## src/rtl/reg_file_sb.sv

```systemverilog
// Multi-port register file with write-first read bypass and a per-register
// busy scoreboard (set at issue, cleared at writeback, cleared all on flush).
module reg_file_sb #(
  parameter int DATA_W   = 32,
  parameter int ADDR_W   = 5,
  parameter int NUM_RD   = 2,
  parameter int NUM_WR   = 1,
  parameter int ZERO_REG = 1
) (
  input  logic                       clk,
  input  logic                       rst_n,
  input  logic [NUM_RD*ADDR_W-1:0]   rd_addr,
  output logic [NUM_RD*DATA_W-1:0]   rd_data,
  output logic [NUM_RD-1:0]          rd_busy,
  input  logic [NUM_WR-1:0]          wr_en,
  input  logic [NUM_WR*ADDR_W-1:0]   wr_addr,
  input  logic [NUM_WR*DATA_W-1:0]   wr_data,
  input  logic                       sb_set_en,
  input  logic [ADDR_W-1:0]          sb_set_addr,
  input  logic                       sb_flush
);

  localparam int DEPTH = 2**ADDR_W;

  logic [DATA_W-1:0]        regs_q [DEPTH];
  logic [DATA_W-1:0]        regs_d [DEPTH];
  logic [DEPTH-1:0]         busy_q, busy_d;
  logic [NUM_RD*DATA_W-1:0] rd_data_q, rd_data_d;
  logic [NUM_RD-1:0]        rd_busy_q, rd_busy_d;

  always_comb begin
    regs_d = regs_q;
    busy_d = busy_q;

    // Ascending port order makes the highest-numbered port win a collision.
    for (int w = 0; w < NUM_WR; w++) begin
      if (wr_en[w]) begin
        if (!(ZERO_REG != 0 && wr_addr[w*ADDR_W +: ADDR_W] == '0)) begin
          regs_d[wr_addr[w*ADDR_W +: ADDR_W]] = wr_data[w*DATA_W +: DATA_W];
        end
        busy_d[wr_addr[w*ADDR_W +: ADDR_W]] = 1'b0;
      end
    end

    // A reservation made in the same cycle as a writeback belongs to a
    // younger instruction, so it overrides the clear; flush overrides both.
    if (sb_set_en && !(ZERO_REG != 0 && sb_set_addr == '0)) begin
      busy_d[sb_set_addr] = 1'b1;
    end
    if (sb_flush) begin
      busy_d = '0;
    end

    if (ZERO_REG != 0) begin
      regs_d[0] = '0;
      busy_d[0] = 1'b0;
    end

    rd_data_d = '0;
    rd_busy_d = '0;
    for (int i = 0; i < NUM_RD; i++) begin
      rd_data_d[i*DATA_W +: DATA_W] = regs_d[rd_addr[i*ADDR_W +: ADDR_W]];
      rd_busy_d[i]                  = busy_d[rd_addr[i*ADDR_W +: ADDR_W]];
    end
  end

  always_ff @(posedge clk or negedge rst_n) begin
    if (!rst_n) begin
      for (int r = 0; r < DEPTH; r++) begin
        regs_q[r] <= '0;
      end
      busy_q    <= '0;
      rd_data_q <= '0;
      rd_busy_q <= '0;
    end else begin
      for (int r = 0; r < DEPTH; r++) begin
        regs_q[r] <= regs_d[r];
      end
      busy_q    <= busy_d;
      rd_data_q <= rd_data_d;
      rd_busy_q <= rd_busy_d;
    end
  end

  assign rd_data = rd_data_q;
  assign rd_busy = rd_busy_q;

endmodule
```

## config.mk

```make
export PLATFORM = sky130hd
export DESIGN_NAME = reg_file_sb
export DESIGN_NICKNAME = d
export VERILOG_FILES = /design/src/rtl/reg_file_sb.sv
export SDC_FILE = /design/constraint.sdc
export NUM_CORES = 2
export LEC_CHECK = 0
export CELL_PAD_IN_SITES_DETAIL_PLACEMENT = 0
export CELL_PAD_IN_SITES_GLOBAL_PLACEMENT = 2
export CORE_ASPECT_RATIO = 1.25
export CORE_UTILIZATION = 35
export DETAILED_ROUTE_END_ITERATION = 6
export PLACE_DENSITY = 0.72
export SYNTH_ARGS = -nofsm -noshare
export SYNTH_HDL_FRONTEND = slang
export SYNTH_SLANG_ARGS = --single-unit
```

## constraint.sdc

```tcl
create_clock -name clk -period 4.4 [get_ports clk]
set_clock_uncertainty 0.15 [all_clocks]
set_input_delay 0.88 -clock clk [delete_from_list [all_inputs] [get_ports clk]]
set_output_delay 0.88 -clock clk [all_outputs]
set_load 0.05 [all_outputs]
```

* After elaboration in Yosys (flattened, before gate mapping)
Cells that the tools add are included.
** Storage, ports and cells
- Register bits :: 1089
- Input bits :: 57
- Output and inout port bits :: 66
- Logic and storage cells :: 79
** Operators by class
- Order comparisons :: 10
- Multiplexer cells :: 22
- Bitwise operators :: 6
- Reductions and logical operators :: 7
** Operators with widths (number)
- 2-to-1 mux 992 bit :: 2
- bitwise mux 1024 bit :: 1
- binary-select mux 32 bit (select 5 bit) :: 2
- 2-to-1 mux 32 bit :: 8
- demux 32 bit (select 5 bit) :: 1
- AND 32 bit :: 1
- NOT 32 bit :: 1
- OR 32 bit :: 1
- < comparator 5 x 6 -> 1 bit, second input constant :: 4
- >= comparator 6 bit, second input constant :: 3
- NOT 5 -> 6 bit :: 3
- binary-select mux 1 bit (select 5 bit) :: 2
- demux 1 bit (select 5 bit) :: 2
- >= comparator 5 x 1 -> 1 bit, second input constant :: 2
- logical NOT 5 bit :: 2
- < comparator 6 x 1 -> 1 bit, second input constant :: 1
- logical AND 1 bit :: 4
- 2-to-1 mux 1 bit :: 4
- logical NOT 1 bit :: 1

* Depth between registers and ports, before layout
- Word-level depth :: 12
- Depth in mapped cells :: 12
- Gate-level depth less buffers :: 8

* Worst setup path after synthesis
Ideal clock, no wire load.
- Path type :: input to register
- From :: in wr_addr[3]
- To :: reg rd_data_q[1] (netlist: rd_data[1])
- Setup time :: 0.126 ns
- Data arrival time :: 3.055 ns
- Required time :: 4.124 ns
- Path slack :: 1.069 ns
- Stages :: 10
- Path buffers :: 3
- Cells stage by stage :: buf_4 -> or4b_4 -> buf_6 -> nor2_4 -> buf_4 -> mux2i_1 -> mux2i_1 -> a221oi_1 -> nor3_1 -> o32a_1
** On the way
- Cells in the longest elaborated chain, start to end :: 11
- Elaborated cells between the ends (all ways) :: 13
- Classes of those cells :: order compare (2); mux (8); bitwise (1); reduce/logical (2)
** Ends and longest elaborated chain
- start, declared :: line 16 : input logic [NUM_WR*ADDR_W-1:0] wr_addr,
- NOT 5 -> 6 bit (not written as such) :: line 39 : regs_d[wr_addr[w*ADDR_W +: ADDR_W]] = wr_data[w*DATA_W +: DATA_W];
- >= comparator 6 bit (not written as such) or < comparator 6 x 1 -> 1 bit (tied branches) :: line 39
- logical AND 1 bit (not written as such) :: line 39
- 2-to-1 mux 32 bit (not written as such) :: line 39
- demux 32 bit (select 5 bit) :: line 39
- bitwise mux 1024 bit :: line 39
- 2-to-1 mux 992 bit (*) :: line 38 : if (!(ZERO_REG != 0 && wr_addr[w*ADDR_W +: ADDR_W] == '0)) begin
- 2-to-1 mux 992 bit (*) :: line 37 : if (wr_en[w]) begin
- binary-select mux 32 bit (select 5 bit) (*) :: line 62 : rd_data_d[i*DATA_W +: DATA_W] = regs_d[rd_addr[i*ADDR_W +: ADDR_W]];
- 2-to-1 mux 32 bit (not written as such) (*) (2 in a row) :: line 62
- named net rd_data_d[1] :: line 28 : logic [NUM_RD*DATA_W-1:0] rd_data_q, rd_data_d;
- end signal, assigned :: line 80 : rd_data_q <= rd_data_d;
- end, declared :: line 28
The timed path passes the listed nets; every way through them passes the cells marked *. The select of a mux whose other input is x is not followed.

* Worst setup path after layout
- From :: in wr_en
- To :: reg rd_data_q[60] (netlist: rd_data[60])
** On the way
- Cells in the longest elaborated chain, start to end :: 4
** Ends and longest elaborated chain
- start, declared :: line 15 : input logic [NUM_WR-1:0] wr_en,
- 2-to-1 mux 992 bit :: line 37
- binary-select mux 32 bit (select 5 bit) :: line 62
- 2-to-1 mux 32 bit (not written as such) (2 in a row) :: line 62
- named net rd_data_d[60] :: line 28
The timed path passes the listed nets, and every way through them passes these cells. The select of a mux whose other input is x is not followed.

==> metrics <==
CP peak stage delay=0.83 ns; GPL Wtd Cong=0.9930; total clock sinks=1089; Clock power frac=34.6%; Syn. warnings=0; initial antenna violation count=30; Std-Cell Rows=168; NetSw=9776 µW; Sequential Power Share=40.6%; Peak VDD IR=340.6 µV; fin. max-slew vios=0; Setup WS pre-CTS=-0.03466 ns; Tcrit/Tclk final=87.24%; Nets=5668; Starting Density=35.32%; Final Hold Viols=0; internal power=20980 µW; final setup fails=0; Final Core Density=42.02%; post_cts resized=0; TritonRoute pass-1 iters=6; Max FO, Critical Path=14; final wirelength=288.9 mm; switching share of power=31.79%; Post-synth EDFFs=0; Fmax=0.2605 GHz; IO Pins=123; largest net degree at the start of global routing=134; Clock Latency Late Sink=0.81 ns; synthesis-stage register bit count=1089; initial detailed-routing violation count=5757; syn_area_per_cell=11.14 µm²; Pleak=0.03708 µW; die area=171300 µm²; Synth Net Count=5386; total CTS buffers=118; minimum clock period=3.838 ns; vias in the first global route=48.13k; hpwl dp=199.2 mm; crit path cell chain=clkdlybuf4s50_1 > nor4bb_4 > buf_4 > nand2_4 > buf_12 > mux2i_1 > mux2i_1 > o22ai_1 > or4_1 > nor3_1; post-route ant nets=0; main flop type after synthesis=dfrtp_1; Setup CP Type=in -> reg; DRC Markers=0; Crit-path slowest cell=clkdlybuf4s50_1; Core Box Area=168200 µm²; WL per Instance=36.40 µm; largest cells by area after synthesis=dfrtp_1 46%, mux2i_1 13%, mux4_2 11%; hold buffers post-CTS=1; maximum root-to-sink buffer count=3; Synth area leader=dfrtp_1; RSZ-0062 raised after global routing=no; GRT Util Overall=33.36%; IO buf count=122; Async SR Flop Fraction=100.0%; crit path capture type=register; vias per cell=6.122; post-synth top area share=45.89%; Slew headroom=26.00%; register area share after synthesis=45.89%; DIE WIDTH=370.4 µm; first-pass GRT wire length=399.2 mm; worst hold path type=reg -> reg; htree depth=3; Worst Setup Start Kind=input pin; Hold Slack=0.3324 ns; CP required=4.92 ns; Post-CTS Setup Bufs=0; Clock Pin Slew Worst Setup and Hold Paths=0.06 ns; Overflow after GRT=0; most frequent cells in the layout=1089 x dfrtp_1, 781 x mux2i_1, 723 x inv_1; Worst-Margin Slew=1.107 ns; Mapped Area=59390 µm²; Root Buffer=clkbuf_16; Logic pwr share=24.8%; Netlist cell types=95; most used cell along the critical path=mux2i_1; CTS tree=done; Syn-to-layout area delta=19.00%; vias=48.60k; Pwr Total=30750 µW; setup tns final=0 ns; Vert. Die Dim=462.5 µm; power per cell area=435.2 nW/µm²; max-cap check violation count=0; most common cell after layout, fill and taps aside=dfrtp_1; share of layout cells above drive strength 1=23.24%; status=finished clean; Gate Count Post-Synth=5329; setup slack after layout=0.5616 ns; Critical Path AT=4.36 ns
[layer usage]
layer  share of wire (%)  global-route usage, %  up-vias
met3                 8.8                  7.416      784
met1                  40                  43.93    25412
met2                  44                  49.69     2809
met4                 7.0                  20.62       28
li1                    -                      -    19565
met5               0.064                      0        -
[per-stage QoR]
step | instance area, µm² | std cells
after global routing | 70630 | 7921
final | 70670 | 7938
after CTS | 70620 | 7920
after detailed placement | 66590 | 7700
after global placement | 66590 | 7700
after floorplan | 59390 | 5329
[synthesized netlist by cell type, types with 31 or more instances]
| cell type | instances |
|---|---|
| buf_1 | 69 |
| mux2_2 | 250 |
| dfrtp_1 | 1089 |
| o21ai_0 | 150 |
| or3_1 | 31 |
| a22oi_1 | 60 |
| clkbuf_1 | 257 |
| mux4_2 | 293 |
| o22ai_1 | 123 |
| inv_1 | 726 |
| nand3_1 | 91 |
| nor2_1 | 207 |
| a221oi_1 | 43 |
| buf_2 | 95 |
| mux2i_1 | 781 |
| nor3_1 | 79 |
| o211ai_1 | 44 |
| nand2_1 | 272 |
| a21oi_1 | 166 |
[cell type report]
type,instances,area (µm²)
Fill cell,16121,97490
Multi-Input combinational cell,3049,27530
Sequential cell,1089,27250
Timing Repair Buffer,623,6306
Clock buffer,183,3550
Tap cell,2210,2765
Inverter,730,2743
Clock inverter,36,479.2
Antenna cell,18,45.04
[power groups by stage]
stage / logic (µW) / clock network (µW) / registers [µW]
2_1_floorplan: 4530 / 0 / 12700
3_3_place_gp: 7360 / 0 / 12600
3_5_place_dp: 7480 / 0 / 12600
4_1_cts: 7520 / 10800 / 12500
5_1_grt: 8110 / 11100 / 12600
6_report: 7640 / 10600 / 12500
[sequential cells by signal, summed over array words and instances, names as in the netlist]
name     flops
busy_q      31
rd_busy      2
rd_data     64
regs_q     992
[kinds of logic (layout without fill, tap and decap cells)]
group,after synthesis,count (layout),share of synthesized area (%)
AO/OA/AOI/OAI,880,880,10.14
XOR/XNOR,3,3,0.04425
buffers and inverters,1191,1572,8.019
flip-flops,1089,1089,45.89
multiplexers,1325,1325,29.03
other,0,18,0
AND/OR/NAND/NOR,841,841,6.875
[worst max-delay path: cells and delay by family]
kind | cells | cell delay, ns
simple gates | 4 | 1.32
compound gates | 1 | 0.16
buf+inv | 3 | 1.32
mux | 2 | 0.65
[final timing paths]
| kind | depth (start not counted) | end | slack [ns] | startpoint |
|---|---|---|---|---|
| worst min register to register | 2 | regs_q[218] | 0.33 | regs_q[218] |
| worst max-delay path | 10 | rd_data[60] | 0.56 | wr_en |
| worst min-delay path | 2 | regs_q[218] | 0.33 | regs_q[218] |
| worst max register to register | 5 | rd_data[60] | 2.29 | regs_q[700] |
| min in group asynchronous | 2 | regs_q[699] | 0.45 | rst_n |
| max in group asynchronous | 4 | regs_q[537] | 2.31 | rst_n |
(Power assumes the default switching activity.)
